==> src/rtl/scanner_link_pkg.sv <==
// Shared encodings for the station/scanner link: command and status codes
// carried on the 2-bit buses, and the transmitter FSM state type.
package scanner_link_pkg;

    localparam logic [1:0] CMD_NOP   = 2'b00;
    localparam logic [1:0] CMD_SCAN  = 2'b01;
    localparam logic [1:0] CMD_XFER  = 2'b10;
    localparam logic [1:0] CMD_FLUSH = 2'b11;

    localparam logic [1:0] ST_IDLE  = 2'b00;
    localparam logic [1:0] ST_SCAN  = 2'b01;
    localparam logic [1:0] ST_READY = 2'b10;
    localparam logic [1:0] ST_XFER  = 2'b11;

    typedef enum logic [1:0] {
        IDLE = 2'd0,
        SCAN = 2'd1,
        XFER = 2'd2
    } state_e;

endpackage

==> src/rtl/scanner_link_tx_if.sv <==
// Station/scanner link bundle: command/scan inputs toward the scanner and
// status/serial outputs back toward the station.
interface scanner_link_if #(
    parameter int DATA_W = 8,
    parameter int DEPTH  = 8
);
    localparam int FILL_W = $clog2(DEPTH) + 1;

    logic [1:0]        cmd_in;
    logic              scan_valid;
    logic [DATA_W-1:0] scan_data;
    logic              station_ready;
    logic [1:0]        status_out;
    logic              ser_data;
    logic              ser_valid;
    logic              ser_last;
    logic [FILL_W-1:0] fill;
    logic              overflow;

    modport master (
        output cmd_in, scan_valid, scan_data, station_ready,
        input  status_out, ser_data, ser_valid, ser_last, fill, overflow
    );

    modport slave (
        input  cmd_in, scan_valid, scan_data, station_ready,
        output status_out, ser_data, ser_valid, ser_last, fill, overflow
    );

endinterface

==> src/rtl/scanner_link_tx_fifo.sv <==
// Synchronous first-word-fall-through FIFO holding scanned words until the
// station pulls them; a write while full is accepted only alongside a read.
module scan_fifo #(
    parameter int DATA_W = 8,
    parameter int DEPTH  = 8
) (
    input  logic                       clk_i,
    input  logic                       rst_ni,
    input  logic                       wr_i,
    input  logic                       rd_i,
    input  logic                       flush_i,
    input  logic [DATA_W-1:0]          wr_data_i,
    output logic [DATA_W-1:0]          rd_data_o,
    output logic                       full_o,
    output logic                       empty_o,
    output logic [$clog2(DEPTH):0]     fill_o
);
    localparam int PTR_W  = $clog2(DEPTH);
    localparam int FILL_W = PTR_W + 1;

    logic [DATA_W-1:0] mem_q [DEPTH];
    logic [PTR_W-1:0]  wr_ptr_q, rd_ptr_q;
    logic [FILL_W-1:0] fill_q;
    logic              rd_ok_d, wr_ok_d;

    assign full_o    = (fill_q == FILL_W'(DEPTH));
    assign empty_o   = (fill_q == '0);
    assign fill_o    = fill_q;
    assign rd_data_o = mem_q[rd_ptr_q];

    assign rd_ok_d = rd_i && !empty_o;
    assign wr_ok_d = wr_i && (!full_o || rd_ok_d);

    always_ff @(posedge clk_i) begin
        if (!rst_ni || flush_i) begin
            wr_ptr_q <= '0;
            rd_ptr_q <= '0;
            fill_q   <= '0;
        end else begin
            if (wr_ok_d) wr_ptr_q <= wr_ptr_q + 1'b1;
            if (rd_ok_d) rd_ptr_q <= rd_ptr_q + 1'b1;
            if (wr_ok_d && !rd_ok_d)      fill_q <= fill_q + 1'b1;
            else if (rd_ok_d && !wr_ok_d) fill_q <= fill_q - 1'b1;
        end
    end

    // Storage carries no reset; only pointers and occupancy are control.
    always_ff @(posedge clk_i) begin
        if (wr_ok_d) mem_q[wr_ptr_q] <= wr_data_i;
    end

endmodule

==> src/rtl/scanner_link_tx.sv <==
// Scanner-side link transmitter: buffers scanned words, reports status and
// serializes words MSB-first toward the station when asked to transfer.
module scanner_link_tx
    import scanner_link_pkg::*;
#(
    parameter int DATA_W    = 8,
    parameter int DEPTH     = 8,
    parameter int READY_LVL = 4
) (
    input  logic          clk,
    input  logic          rst_n,
    scanner_link_if.slave link
);
    localparam int FILL_W = $clog2(DEPTH) + 1;
    localparam int CNT_W  = (DATA_W > 1) ? $clog2(DATA_W) : 1;

    state_e            state_q;
    logic [DATA_W-1:0] shift_q;
    logic [CNT_W-1:0]  bit_cnt_q;
    logic              load_q;
    logic              ser_data_q, ser_valid_q, ser_last_q, overflow_q;

    logic              fifo_full, fifo_empty;
    logic [FILL_W-1:0] fifo_fill;
    logic [DATA_W-1:0] fifo_rd_data;
    logic              active_d, flush_d, rd_d, wr_req_d, wr_d, ovf_set_d, last_bit_d;
    logic [1:0]        status_d;

    assign active_d   = (state_q == SCAN) || (state_q == XFER);
    assign flush_d    = active_d && (link.cmd_in == CMD_FLUSH);
    assign rd_d       = (state_q == XFER) && load_q && !flush_d;
    assign wr_req_d   = active_d && link.scan_valid && !flush_d;
    assign wr_d       = wr_req_d && (!fifo_full || rd_d);
    assign ovf_set_d  = wr_req_d && fifo_full && !rd_d;
    assign last_bit_d = (bit_cnt_q == CNT_W'(DATA_W - 1));

    scan_fifo #(
        .DATA_W (DATA_W),
        .DEPTH  (DEPTH)
    ) u_fifo (
        .clk_i     (clk),
        .rst_ni    (rst_n),
        .wr_i      (wr_d),
        .rd_i      (rd_d),
        .flush_i   (flush_d),
        .wr_data_i (link.scan_data),
        .rd_data_o (fifo_rd_data),
        .full_o    (fifo_full),
        .empty_o   (fifo_empty),
        .fill_o    (fifo_fill)
    );

    always_comb begin
        status_d = ST_IDLE;
        case (state_q)
            SCAN:    status_d = (fifo_fill >= FILL_W'(READY_LVL)) ? ST_READY : ST_SCAN;
            XFER:    status_d = ST_XFER;
            default: status_d = ST_IDLE;
        endcase
    end

    assign link.status_out = status_d;
    assign link.ser_data   = ser_data_q;
    assign link.ser_valid  = ser_valid_q;
    assign link.ser_last   = ser_last_q;
    assign link.fill       = fifo_fill;
    assign link.overflow   = overflow_q;

    always_ff @(posedge clk) begin
        if (!rst_n) begin
            state_q     <= IDLE;
            load_q      <= 1'b0;
            bit_cnt_q   <= '0;
            ser_data_q  <= 1'b0;
            ser_valid_q <= 1'b0;
            ser_last_q  <= 1'b0;
            overflow_q  <= 1'b0;
        end else begin
            ser_data_q  <= 1'b0;
            ser_valid_q <= 1'b0;
            ser_last_q  <= 1'b0;
            if (ovf_set_d) overflow_q <= 1'b1;

            case (state_q)
                IDLE: begin
                    if (link.cmd_in == CMD_SCAN) state_q <= SCAN;
                end
                SCAN: begin
                    if (link.cmd_in == CMD_FLUSH) begin
                        state_q    <= IDLE;
                        overflow_q <= 1'b0;
                    end else if (link.cmd_in == CMD_XFER && !fifo_empty) begin
                        state_q <= XFER;
                        load_q  <= 1'b1;
                    end
                end
                XFER: begin
                    if (link.cmd_in == CMD_FLUSH) begin
                        state_q    <= IDLE;
                        load_q     <= 1'b0;
                        overflow_q <= 1'b0;
                    end else if (load_q) begin
                        shift_q   <= fifo_rd_data;
                        bit_cnt_q <= '0;
                        load_q    <= 1'b0;
                    end else if (link.station_ready) begin
                        ser_valid_q <= 1'b1;
                        ser_data_q  <= shift_q[DATA_W-1];
                        ser_last_q  <= last_bit_d;
                        shift_q     <= shift_q << 1;
                        bit_cnt_q   <= bit_cnt_q + 1'b1;
                        // Word done: reload costs one idle cycle, or fall back to scanning.
                        if (last_bit_d) begin
                            if (!fifo_empty) load_q  <= 1'b1;
                            else             state_q <= SCAN;
                        end
                    end
                end
                default: state_q <= IDLE;
            endcase
        end
    end

endmodule
==> src/flat_wrapper.sv <==
// flat-port wrapper written by rule: the top's interface ports become plain ports
module scanner_link_tx_flat import scanner_link_pkg::*;
#(
    parameter int DATA_W    = 8,
    parameter int DEPTH     = 8,
    parameter int READY_LVL = 4
)
  (clk, rst_n, link_cmd_in, link_scan_valid, link_scan_data, link_station_ready, link_status_out, link_ser_data, link_ser_valid, link_ser_last, link_fill, link_overflow);
  scanner_link_if #(.DATA_W(DATA_W), .DEPTH(DEPTH)) link_i ();
  input  logic clk;
  input  logic rst_n;
  input wire logic [$bits(link_i.cmd_in)-1:0] link_cmd_in;
  input wire logic [$bits(link_i.scan_valid)-1:0] link_scan_valid;
  input wire logic [$bits(link_i.scan_data)-1:0] link_scan_data;
  input wire logic [$bits(link_i.station_ready)-1:0] link_station_ready;
  output wire logic [$bits(link_i.status_out)-1:0] link_status_out;
  output wire logic [$bits(link_i.ser_data)-1:0] link_ser_data;
  output wire logic [$bits(link_i.ser_valid)-1:0] link_ser_valid;
  output wire logic [$bits(link_i.ser_last)-1:0] link_ser_last;
  output wire logic [$bits(link_i.fill)-1:0] link_fill;
  output wire logic [$bits(link_i.overflow)-1:0] link_overflow;
  assign link_i.cmd_in = link_cmd_in;
  assign link_i.scan_valid = link_scan_valid;
  assign link_i.scan_data = link_scan_data;
  assign link_i.station_ready = link_station_ready;
  assign link_status_out = link_i.status_out;
  assign link_ser_data = link_i.ser_data;
  assign link_ser_valid = link_i.ser_valid;
  assign link_ser_last = link_i.ser_last;
  assign link_fill = link_i.fill;
  assign link_overflow = link_i.overflow;
  scanner_link_tx #(.DATA_W(DATA_W), .DEPTH(DEPTH), .READY_LVL(READY_LVL)) u_core (.clk(clk), .rst_n(rst_n), .link(link_i));
endmodule
==> config.mk <==
export PLATFORM = sky130hd
export DESIGN_NAME = scanner_link_tx_flat
export DESIGN_NICKNAME = d
export VERILOG_FILES = /design/src/rtl/scanner_link_pkg.sv /design/src/rtl/scanner_link_tx_if.sv /design/src/rtl/scanner_link_tx_fifo.sv /design/src/rtl/scanner_link_tx.sv /design/src/flat_wrapper.sv
export SDC_FILE = /design/constraint.sdc
export NUM_CORES = 1
export LEC_CHECK = 0
export BUFFER_PORTS_ARGS = -buffer_cell sky130_fd_sc_hd__buf_2
export CORE_MARGIN = 2
export CORE_UTILIZATION = 50
export CTS_CLUSTER_DIAMETER = 80
export DETAILED_ROUTE_END_ITERATION = 16
export PLACE_DENSITY = 0.71
export SLEW_MARGIN = 20
export SYNTH_ARGS = -nofsm -noshare
export SYNTH_HDL_FRONTEND = slang
export SYNTH_SLANG_ARGS = --single-unit
==> constraint.sdc <==
create_clock -name clk -period 3.65 [get_ports clk]
set_input_delay 0.1825 -clock clk [delete_from_list [all_inputs] [get_ports clk]]
set_output_delay 0.1825 -clock clk [all_outputs]
set_load 0.05 [all_outputs]
# == Word-level counts from Yosys, hierarchy flattened ==
# Memories as Yosys holds them, arrays and structs flattened. A register that Yosys moved wholly into a read port is not among the register bits.
# Cells that the tools add are included.
# word_totals
latchBits,0
in_bits,14
output_inout_bits,10
n_memories,1
romBits,0
ff_bits,28
ramBits,64
elab_cells,106
# memory_table
memory,words,word_bits,read_ports,rd_clocked_by_memory_dff,write_ports,line,rtl
u_core.u_fifo.mem_q,8,8,1,1,1,scanner_link_tx_fifo.sv:21,logic [DATA_W-1:0] mem_q [DEPTH];
# op_classes
n_shift,0
n_eq_ne,15
n_lt_le_gt_ge,1
n_mul,0
addsub,5
n_mux,33
div_mod_pow,0
n_bitwise,4
reduce_logical,36
# op_table
cell,count
two-way mux 2 bit,9
two-way mux 8 bit,2
logical AND 1 bit,13
two-way mux 1 bit,13
two-way mux 3 bit,4
"adder 3 x 1 -> 3 bit, second input constant",3
"inequality test 3 bit, second input constant",3
two-way mux 4 bit,2
logical NOT 1 bit,7
"equality test 2 bit, second input constant",3
"inequality test 3 x 2 -> 1 bit, second input constant",2
case mux 2 bit (3 select lines),1
AND reduction 3 bit,2
AND reduction 6 bit,1
nonzero test 2 bit,3
OR reduction 5 bit,1
"adder 4 x 1 -> 4 bit, second input constant",1
"equality test 2 x 1 -> 1 bit, second input constant",2
"equality test 4 bit, second input constant",1
"greater-or-equal comparator 4 x 3 -> 1 bit, second input constant",1
logical NOT 4 bit,1
logical OR 1 bit,4
"inequality test 2 bit, second input constant",2
NOT 1 bit,4
9 further kinds,9

# == Longest topological paths before layout ==
# Gate-level depths: netlist of run 1.
# logic_depth
depth_word,12
depth_mapped,13
ltp_nobuf,13

# == Hierarchy ==
# Synthesis of run 1 repeated with hierarchy kept, for this count alone.
# hier_totals
hier_cells,261
area_unflattened_um2,4041.4
# modules_own_cells
module,instances,cells_per_inst,seq_area_each_um2,area_each_um2
scan_fifo,1,168,2182.1,3071.7
scanner_link_tx,1,93,440.4,969.7

# == Least setup slack after synthesis of run 1 ==
# OpenSTA, ideal clock, no wires.
# synth_path
kind,reg2reg
from,reg u_core.u_fifo.fill_q[1] (netlist: u_core.u_fifo.fill_o[1])
to,reg u_core.u_fifo.fill_q[3] (netlist: u_core.u_fifo.fill_o[3])
setup_slack_ns,0.750
arrival_ns,2.830
path_buffers,0
period_less_slack_ns,2.900
stages_incl_launch_ff,12
required_ns,3.580
setup_time_ns,0.070
cell_sequence,dfxtp_1 nor4_1 nor3b_1 inv_1 ha_1 inv_1 ha_1 a21o_1 a21oi_1 xnor2_1 or3_1 a21oi_1
# synth_between
elab_chain_cells,8
word_cells_on_any_way,18
cone_classes,2 x add/sub; 1 x eq/ne; 2 x mux; 13 x reduce/logical
# synth_rtl
item,line,rtl
start: declaration,scanner_link_tx_fifo.sv:23,logic [FILL_W-1:0] fill_q;
start signal: assignment,scanner_link_tx_fifo.sv:42,if (wr_ok_d && !rd_ok_d) fill_q <= fill_q + 1'b1;
start signal: assignment,scanner_link_tx_fifo.sv:43,else if (rd_ok_d && !wr_ok_d) fill_q <= fill_q - 1'b1;
equality test 4 bit or logical NOT 4 bit (tied branches),"scanner_link_tx_fifo.sv:26, scanner_link_tx_fifo.sv:27",
logical NOT 1 bit (on tied branches),"scanner_link_tx_fifo.sv:32, scanner_link_tx.sv:33, scanner_link_tx_fifo.sv:31",
logical OR 1 bit or logical AND 1 bit (tied branches),"scanner_link_tx.sv:33, scanner_link_tx_fifo.sv:31",
logical AND 1 bit or logical OR 1 bit (tied branches),"scanner_link_tx.sv:33, scanner_link_tx_fifo.sv:32",
logical AND 1 bit,scanner_link_tx_fifo.sv:32,assign wr_ok_d = wr_i && (!full_o || rd_ok_d);
logical NOT 1 bit,scanner_link_tx_fifo.sv:43,
logical AND 1 bit,scanner_link_tx_fifo.sv:43,
nonzero test 2 bit (no source line),-,
# Several ways; a longest one is shown, not always the timed one. The select of a mux whose other input is x is not followed.
# A chain may end at the register's enable or synchronous reset.

# == Worst setup path after layout of run 1 ==
# layout_path
from,reg u_core.state_q[0]
to,reg u_core.u_fifo.fill_q[3] (netlist: u_core.u_fifo.fill_o[3])
# layout_between
elab_chain_cells,11
word_cells_on_any_way,21
cone_classes,2 x eq/ne; 1 x mux; 18 x reduce/logical
# layout_rtl
item,line,rtl
start: declaration,scanner_link_tx.sv:17,state_e state_q;
start signal: assignment,scanner_link_tx.sv:71,state_q <= IDLE;
start signal: assignment,scanner_link_tx.sv:86,if (link.cmd_in == CMD_SCAN) state_q <= SCAN;
start signal: assignment,scanner_link_tx.sv:90,state_q <= IDLE;
equality test 2 x 1 -> 1 bit or equality test 2 bit (tied branches),"scanner_link_tx.sv:29, scanner_link_tx.sv:31",
logical OR 1 bit,scanner_link_tx.sv:29,assign active_d = (state_q == SCAN) || (state_q == XFER);
logical AND 1 bit,scanner_link_tx.sv:30,assign flush_d = active_d && (link.cmd_in == CMD_FLUSH);
logical NOT 1 bit,"scanner_link_tx.sv:31, scanner_link_tx.sv:32",
logical AND 1 bit,scanner_link_tx.sv:31,assign rd_d = (state_q == XFER) && load_q && !flush_d;
logical OR 1 bit or logical AND 1 bit (tied branches),"scanner_link_tx.sv:33, scanner_link_tx_fifo.sv:31",
logical AND 1 bit or logical OR 1 bit (tied branches),"scanner_link_tx.sv:33, scanner_link_tx_fifo.sv:32",
logical AND 1 bit,scanner_link_tx_fifo.sv:32,
logical NOT 1 bit,scanner_link_tx_fifo.sv:43,
logical AND 1 bit,scanner_link_tx_fifo.sv:43,
nonzero test 2 bit (no source line),-,
# Several ways; a longest one is shown, not always the timed one.

==> results.yml, run 1 <==
run_status:
  status: "complete, no violations"
worst_setup_path:
  crit_path_end_kind: "register"
  critPathBufInv: 3
  startpoint_type: "register"
  crit_fanout: 5
  crit_chain: "inv_1 -> ha_1 -> nand3_1 -> nor3b_1 -> inv_1 -> ha_1 -> inv_1 -> ha_1 -> a21o_1 -> a21oi_1 -> xnor2_1 -> or3_1 -> a21oi_1"
  slowest_stage: "nor3b_1"
  cpPeakStageDelay_ns: 0.48
  cp.arrival_ns: 3.33
  crit_family: "simple AND/OR/NAND/NOR gates"
  critPathKind: "reg2reg"
  critPathRequiredTime_ns: 3.94
place:
  port_buffers: 23
  dp_hpwl_um: 4320
  gp_congestion: 0.8483
clocking:
  clock_path_buffers: 2
  cts_setup_buffers: 0
  clockRootBuffer: "clkbuf_8"
  cts_tree: "yes"
  clkLatencyLatePin_ns: 0.35
  cts_htree_levels: 3
  post_cts_resized: 0
  path_clk_slew_ns: 0.10
  numCtsBuffers: 9
  clock-sinks: 95
  hold_buffers: 0
synthesis:
  ys_warn_count: 0
  ys_seq_area_share_pct: 66.43
  syn_inst: 258
  yosysTopAreaCell: "edfxtp_1"
  synth_area_um2: 3948
  ys_dominant_reg_cell: "edfxtp_1"
  ys_ff_latch: 95
  synth-edff-count: 72
  avgSynthCellArea_um2: 15.30
  synth_cell_types: 43
  synth_area_leaders: "edfxtp_1 55%, dfxtp_1 12%, mux4_2 9.1%"
  synthArstFlopShare_pct: 0
  syn_nets: 284
  synthMostInstantiatedCell: "edfxtp_1"
  netlist.area_leader.share_pct: 54.77
  synth.top_cells.by_count: "72 x edfxtp_1, 30 x nor2_1, 23 x dfxtp_1"
route:
  num_vias: 2160
  route.met3.wl_um: 245
  wl_met2_um: 3300
  drt_iter0_markers: 103
  routed.top_layer: "met4"
  remaining_drc_errors: 0
  routed_wl_um: 6727
  drt-vias-per-instance: 5.400
  wire_per_inst_um: 16.82
  wl_met1_um: 3123
  drtAntennaViolNets: 0
  drt_first_pass_iters: 4
pwr:
  cellPowerDensity_nw_per_um2: 450.5
  vdd_drop_max_v: 0.0003487
  finalPower_mw: 1.985
  p_leak_nw: 1.508
cells_and_area:
  seq_area_um2: 2623
  antennaDiodeCount: 0
  num-fill-cells: 632
  multiInputGateArea_um2: 1256
  layout-drive-gt1-share_pct: 23.49
  syn_to_final_growth_pct: 11.60
  nets: 319
grt:
  grtUsageTotal_pct: 17.06
  antenna_found_initial: 0
  grt-ovfl-total: 0
  grt_max_degree: 23
  grt_pass1_wl_um: 11010
  grt_pass1_vias: 2158
timing:
  max_freq_ghz: 0.3280
  fin_tns_setup_ns: 0
  tightest_slew_ns: 0.8264
  max_slew_margin_pct: 44.40
  layout_min_cycle_time_ns: 3.049
  fin_crit_sh_pct: 83.53
  finalClockSkew_ns: 0.01015
  hold_viol_final: 0
  setup_violations: 0
  rsz0062_at_grt: "no"
  final_max_slew_viol_count: 0
min_path:
  min-delay-path-class: "in2reg"
floorplan:
  die_w_um: 92.86
  num_rows: 32
  core_um2: 7687
  die_h_um: 92.86
  io-pin-count: 24
  start_util_pct: 51.35
  die-area_um2: 8622
flow_run:
  max_cap_violations: 0
through the flow:
step	hold slack, ns	utilization (%)	cells	instance area (um^2)	worst slack [ns]
floorplan	0.2814	-	258	3948	0.7498
global placement	0.4251	54.88	384	4219	0.7093
detailed placement	0.4277	54.88	384	4219	0.5985
CTS	0.07354	57.31	400	4405	0.5761
global route	0.08596	57.31	400	4405	0.2742
finish	0.09429	57.31	400	4405	0.6012
worst paths after layout:
kind                     start                         to  slack (ns)  cells past startpoint
max          u_core.state_q[0]    u_core.u_fifo.fill_o[3]        0.60                     13
max reg2reg  u_core.state_q[0]    u_core.u_fifo.fill_o[3]        0.60                     13
min reg2reg  u_core.shift_q[7]       u_core.link.ser_data        0.43                      1
min          link_scan_data[3]  u_core.u_fifo.mem_q[4][3]        0.09                      1
routing by layer:
layer	up-vias	GRT usage [%]
li1	1042	-
met1	1071	22.82
met2	42	27.54
met3	5	4.963
met4	0	4.657
met5	-	0
cells by family (layout without fill, tap and decap cells):
logic type	after synthesis	in the layout	synth area share (%)
XOR/XNOR	6	6	1.331
flip-flops	95	95	66.43
multiplexers	28	28	12.17
AND/OR/NAND/NOR	70	70	8.938
AO/OA/AOI/OAI	32	32	5.388
adder cells (fa/ha/maj)	12	12	3.994
buffers and inverters	15	55	1.743
flip-flops by register name (all words and copies together), names as in the netlist, named ones only:
| signal | cells |
|---|---|
| u_core.u_fifo.wr_ptr_q | 3 |
| u_core.shift_q | 8 |
| u_core.bit_cnt_q | 3 |
| u_core.link.ser_last | 1 |
| u_core.link.ser_data | 1 |
| u_core.load_q | 1 |
| u_core.state_q | 2 |
| u_core.u_fifo.rd_ptr_q | 3 |
| u_core.u_fifo.mem_q | 64 |
| u_core.link.ser_valid | 1 |
| u_core.u_fifo.fill_o | 4 |
| u_core.link.overflow | 1 |
cell usage in the layout (no fill, tap or decap), types with 9 or more instances in the layout:
cell type / count
edfxtp_1: 72
nor2_1: 30
dfxtp_1: 23
buf_2: 23
mux4_2: 16
a21oi_1: 13
mux2i_1: 12
ha_1: 11
buf_4: 10
nand2_1: 9
clkbuf_8: 9
worst register-to-register path, stage by stage (launching register included):
cell and delay (ns):
dfxtp_1 0.40, inv_1 0.08, ha_1 0.36, nand3_1 0.12, nor3b_1 0.48, inv_1 0.09, ha_1 0.23, inv_1 0.12
ha_1 0.24, a21o_1 0.17, a21oi_1 0.17, xnor2_1 0.09, or3_1 0.30, a21oi_1 0.14
final cells by class:
cell class / instances / area share (%)
clock inverters: 7 / 1.420
clock buffers: 9 / 2.812
multi-input cells: 148 / 28.51
flip-flops and latches: 95 / 59.53
inverters: 6 / 0.5112
repair buffers: 33 / 4.317
well taps: 102 / 2.897
where the power goes:
part	leakage, nW	internal, mW	switching (mW)
clock network	0.0863	0.262	0.385
registers	0.832	1.17	0.0127
logic	0.590	0.0587	0.0948
total	1.51	1.49	0.492
(Power assumes the default switching activity.)
==> run 2: changes to the inputs <==
clock period = 2.92 ns   (was 3.65 ns; I/O delays follow)
==> results.yml, run 2 (same netlist as run 1, synthesis figures left out) <==
pwr:
  vdd_drop_max_v: 0.0003366
  p_leak_nw: 1.534
  cellPowerDensity_nw_per_um2: 562.5
worst_setup_path:
  regToRegSetupSlack_ns: 0.24
  worstReg2RegEnd: "u_core.u_fifo.fill_o[3]"
  critPathKind: "reg2reg"
  r2r_start: "u_core.state_q[0]"
  startpoint_type: "register"
  crit_fanout: 5
  cp.arrival_ns: 2.96
  r2r_cells: 13
  crit_path_end_kind: "register"
  critPathRequiredTime_ns: 3.21
timing:
  finalClockSkew_ns: 0.009653
  max_freq_ghz: 0.3738
  fin_crit_sh_pct: 91.63
  tightest_slew_ns: 0.7360
  hold_viol_final: 0
  layout_min_cycle_time_ns: 2.675
  max_slew_margin_pct: 50.87
  setup_ws_ns: 0.2445
  final_max_slew_viol_count: 0
  setup_violations: 0
  whs_ns: 0.03785
floorplan:
  die-area_um2: 8622
  io-pin-count: 24
  core_um2: 7687
  num_rows: 32
  die_w_um: 92.86
  die_h_um: 92.86
  start_util_pct: 51.35
grt:
  grt-ovfl-total: 0
  grtUsageTotal_pct: 16.98
  antenna_found_initial: 0
  grt_max_degree: 23
  grt_pass1_wl_um: 10710
  grt_pass1_vias: 2140
cells_and_area:
  layout-drive-gt1-share_pct: 25.50
  num-fill-cells: 628
  final_cell_mix: "72 x edfxtp_1, 30 x nor2_1, 23 x buf_2, 21 x dfxtp_1, 16 x mux4_2"
  finalInstanceArea_um2: 4442
  antennaDiodeCount: 0
  syn_to_final_growth_pct: 12.52
  multiInputGateArea_um2: 1261
  final_common_cell: "edfxtp_1"
  nets: 323
  seq_area_um2: 2625
  largest_register_ffs: 64
  regMostFlops: "u_core.u_fifo.mem_q"
clocking:
  clockRootBuffer: "clkbuf_8"
  clock_path_buffers: 2
  clkLatencyLatePin_ns: 0.37
  cts_htree_levels: 3
  numCtsBuffers: 9
  cts_tree: "yes"
  path_clk_slew_ns: 0.10
  cts_setup_buffers: 0
  clock-sinks: 95
route:
  wire_per_inst_um: 16.59
  num_vias: 2164
  remaining_drc_errors: 0
  routed_wl_um: 6704
  drt_first_pass_iters: 4
  drt-vias-per-instance: 5.356
  drt_iter0_markers: 75
  drtAntennaViolNets: 0
place:
  placed_area_um2: 4249
  dp_hpwl_um: 4307
  port_buffers: 23
  gp_congestion: 0.7952
  post-place-ws_ns: 0.1846
min_path:
  hp-start: "link_scan_data[4]"
  whs_path_depth: 1
  whs_endpoint: "u_core.u_fifo.mem_q[3][4]"
  min-delay-path-class: "in2reg"
flow_run:
  max_cap_violations: 0
run_status:
  status: "complete, no violations"
==> run 2: what timing repair did <==
| action | CTS | global route |
|---|---|---|
| setup endpoints to repair | 0 | 1 |
| endpoints found under the hold margin | 0 | 0 |
| hold buffers | 0 | 0 |
| gates resized for setup | 0 | 3 |
==> run 2: how the worst max path moves through the flow <==
stage / end / cells past startpoint / from / slack (ns)
after floorplan: u_core.u_fifo.fill_o[3] / 11 / u_core.u_fifo.fill_o[1] / 0.02
after global placement: u_core.u_fifo.fill_o[3] / 13 / u_core.state_q[0] / 0.26
after detailed placement: u_core.u_fifo.fill_o[3] / 13 / u_core.state_q[0] / 0.18
after CTS: u_core.u_fifo.fill_o[3] / 13 / u_core.state_q[0] / 0.14
after global routing: u_core.u_fifo.fill_o[3] / 13 / u_core.state_q[0] / -0.007
final: u_core.u_fifo.fill_o[3] / 13 / u_core.state_q[0] / 0.24
==> run 2: cell type report <==
| cell class | instances | area share (%) |
|---|---|---|
| tap | 102 | 2.873 |
| multi-input combinational | 148 | 28.39 |
| clock buffer | 9 | 2.789 |
| inverter | 6 | 0.5070 |
| clock inverter | 7 | 1.380 |
| timing repair buffer | 37 | 4.958 |
| sequential | 95 | 59.10 |
==> run 2: worst max-delay path: stages (launching register included) <==
cell and delay (ns):
dfxtp_2 0.36, inv_1 0.06, ha_1 0.35, nand3_1 0.12
nor3b_2 0.20, inv_1 0.06, ha_1 0.20, inv_1 0.11
ha_1 0.24, a21o_1 0.17, a21oi_1 0.16, xnor2_1 0.09
or3_1 0.30, a21oi_1 0.16
==> run 2: report_power, final <==
group	leakage, nW	switching [mW]	total [mW]	internal [mW]
sequential	0.833	0.0155	1.48	1.47
clock	0.0888	0.491	0.816	0.326
combinational	0.613	0.121	0.201	0.0802
total	1.53	0.627	2.50	1.87
==> run 2: per-layer routing <==
layer,share of wire (%),GRT usage [%]
met5,0,0
met4,2.0,8.456
met3,4.1,3.906
met2,48,26.63
met1,46,22.38
==> run 2: stage by stage <==
stage	cells	total power [mW]	TNS (ns)	utilization, %
2_1_floorplan	258	1.647	0	-
3_3_place_gp	388	1.705	0	55.27
3_5_place_dp	388	1.711	0	55.27
4_1_cts	404	2.519	0	57.68
5_1_grt	404	2.592	-0.006847	57.78
6_report	404	2.498	0	57.78
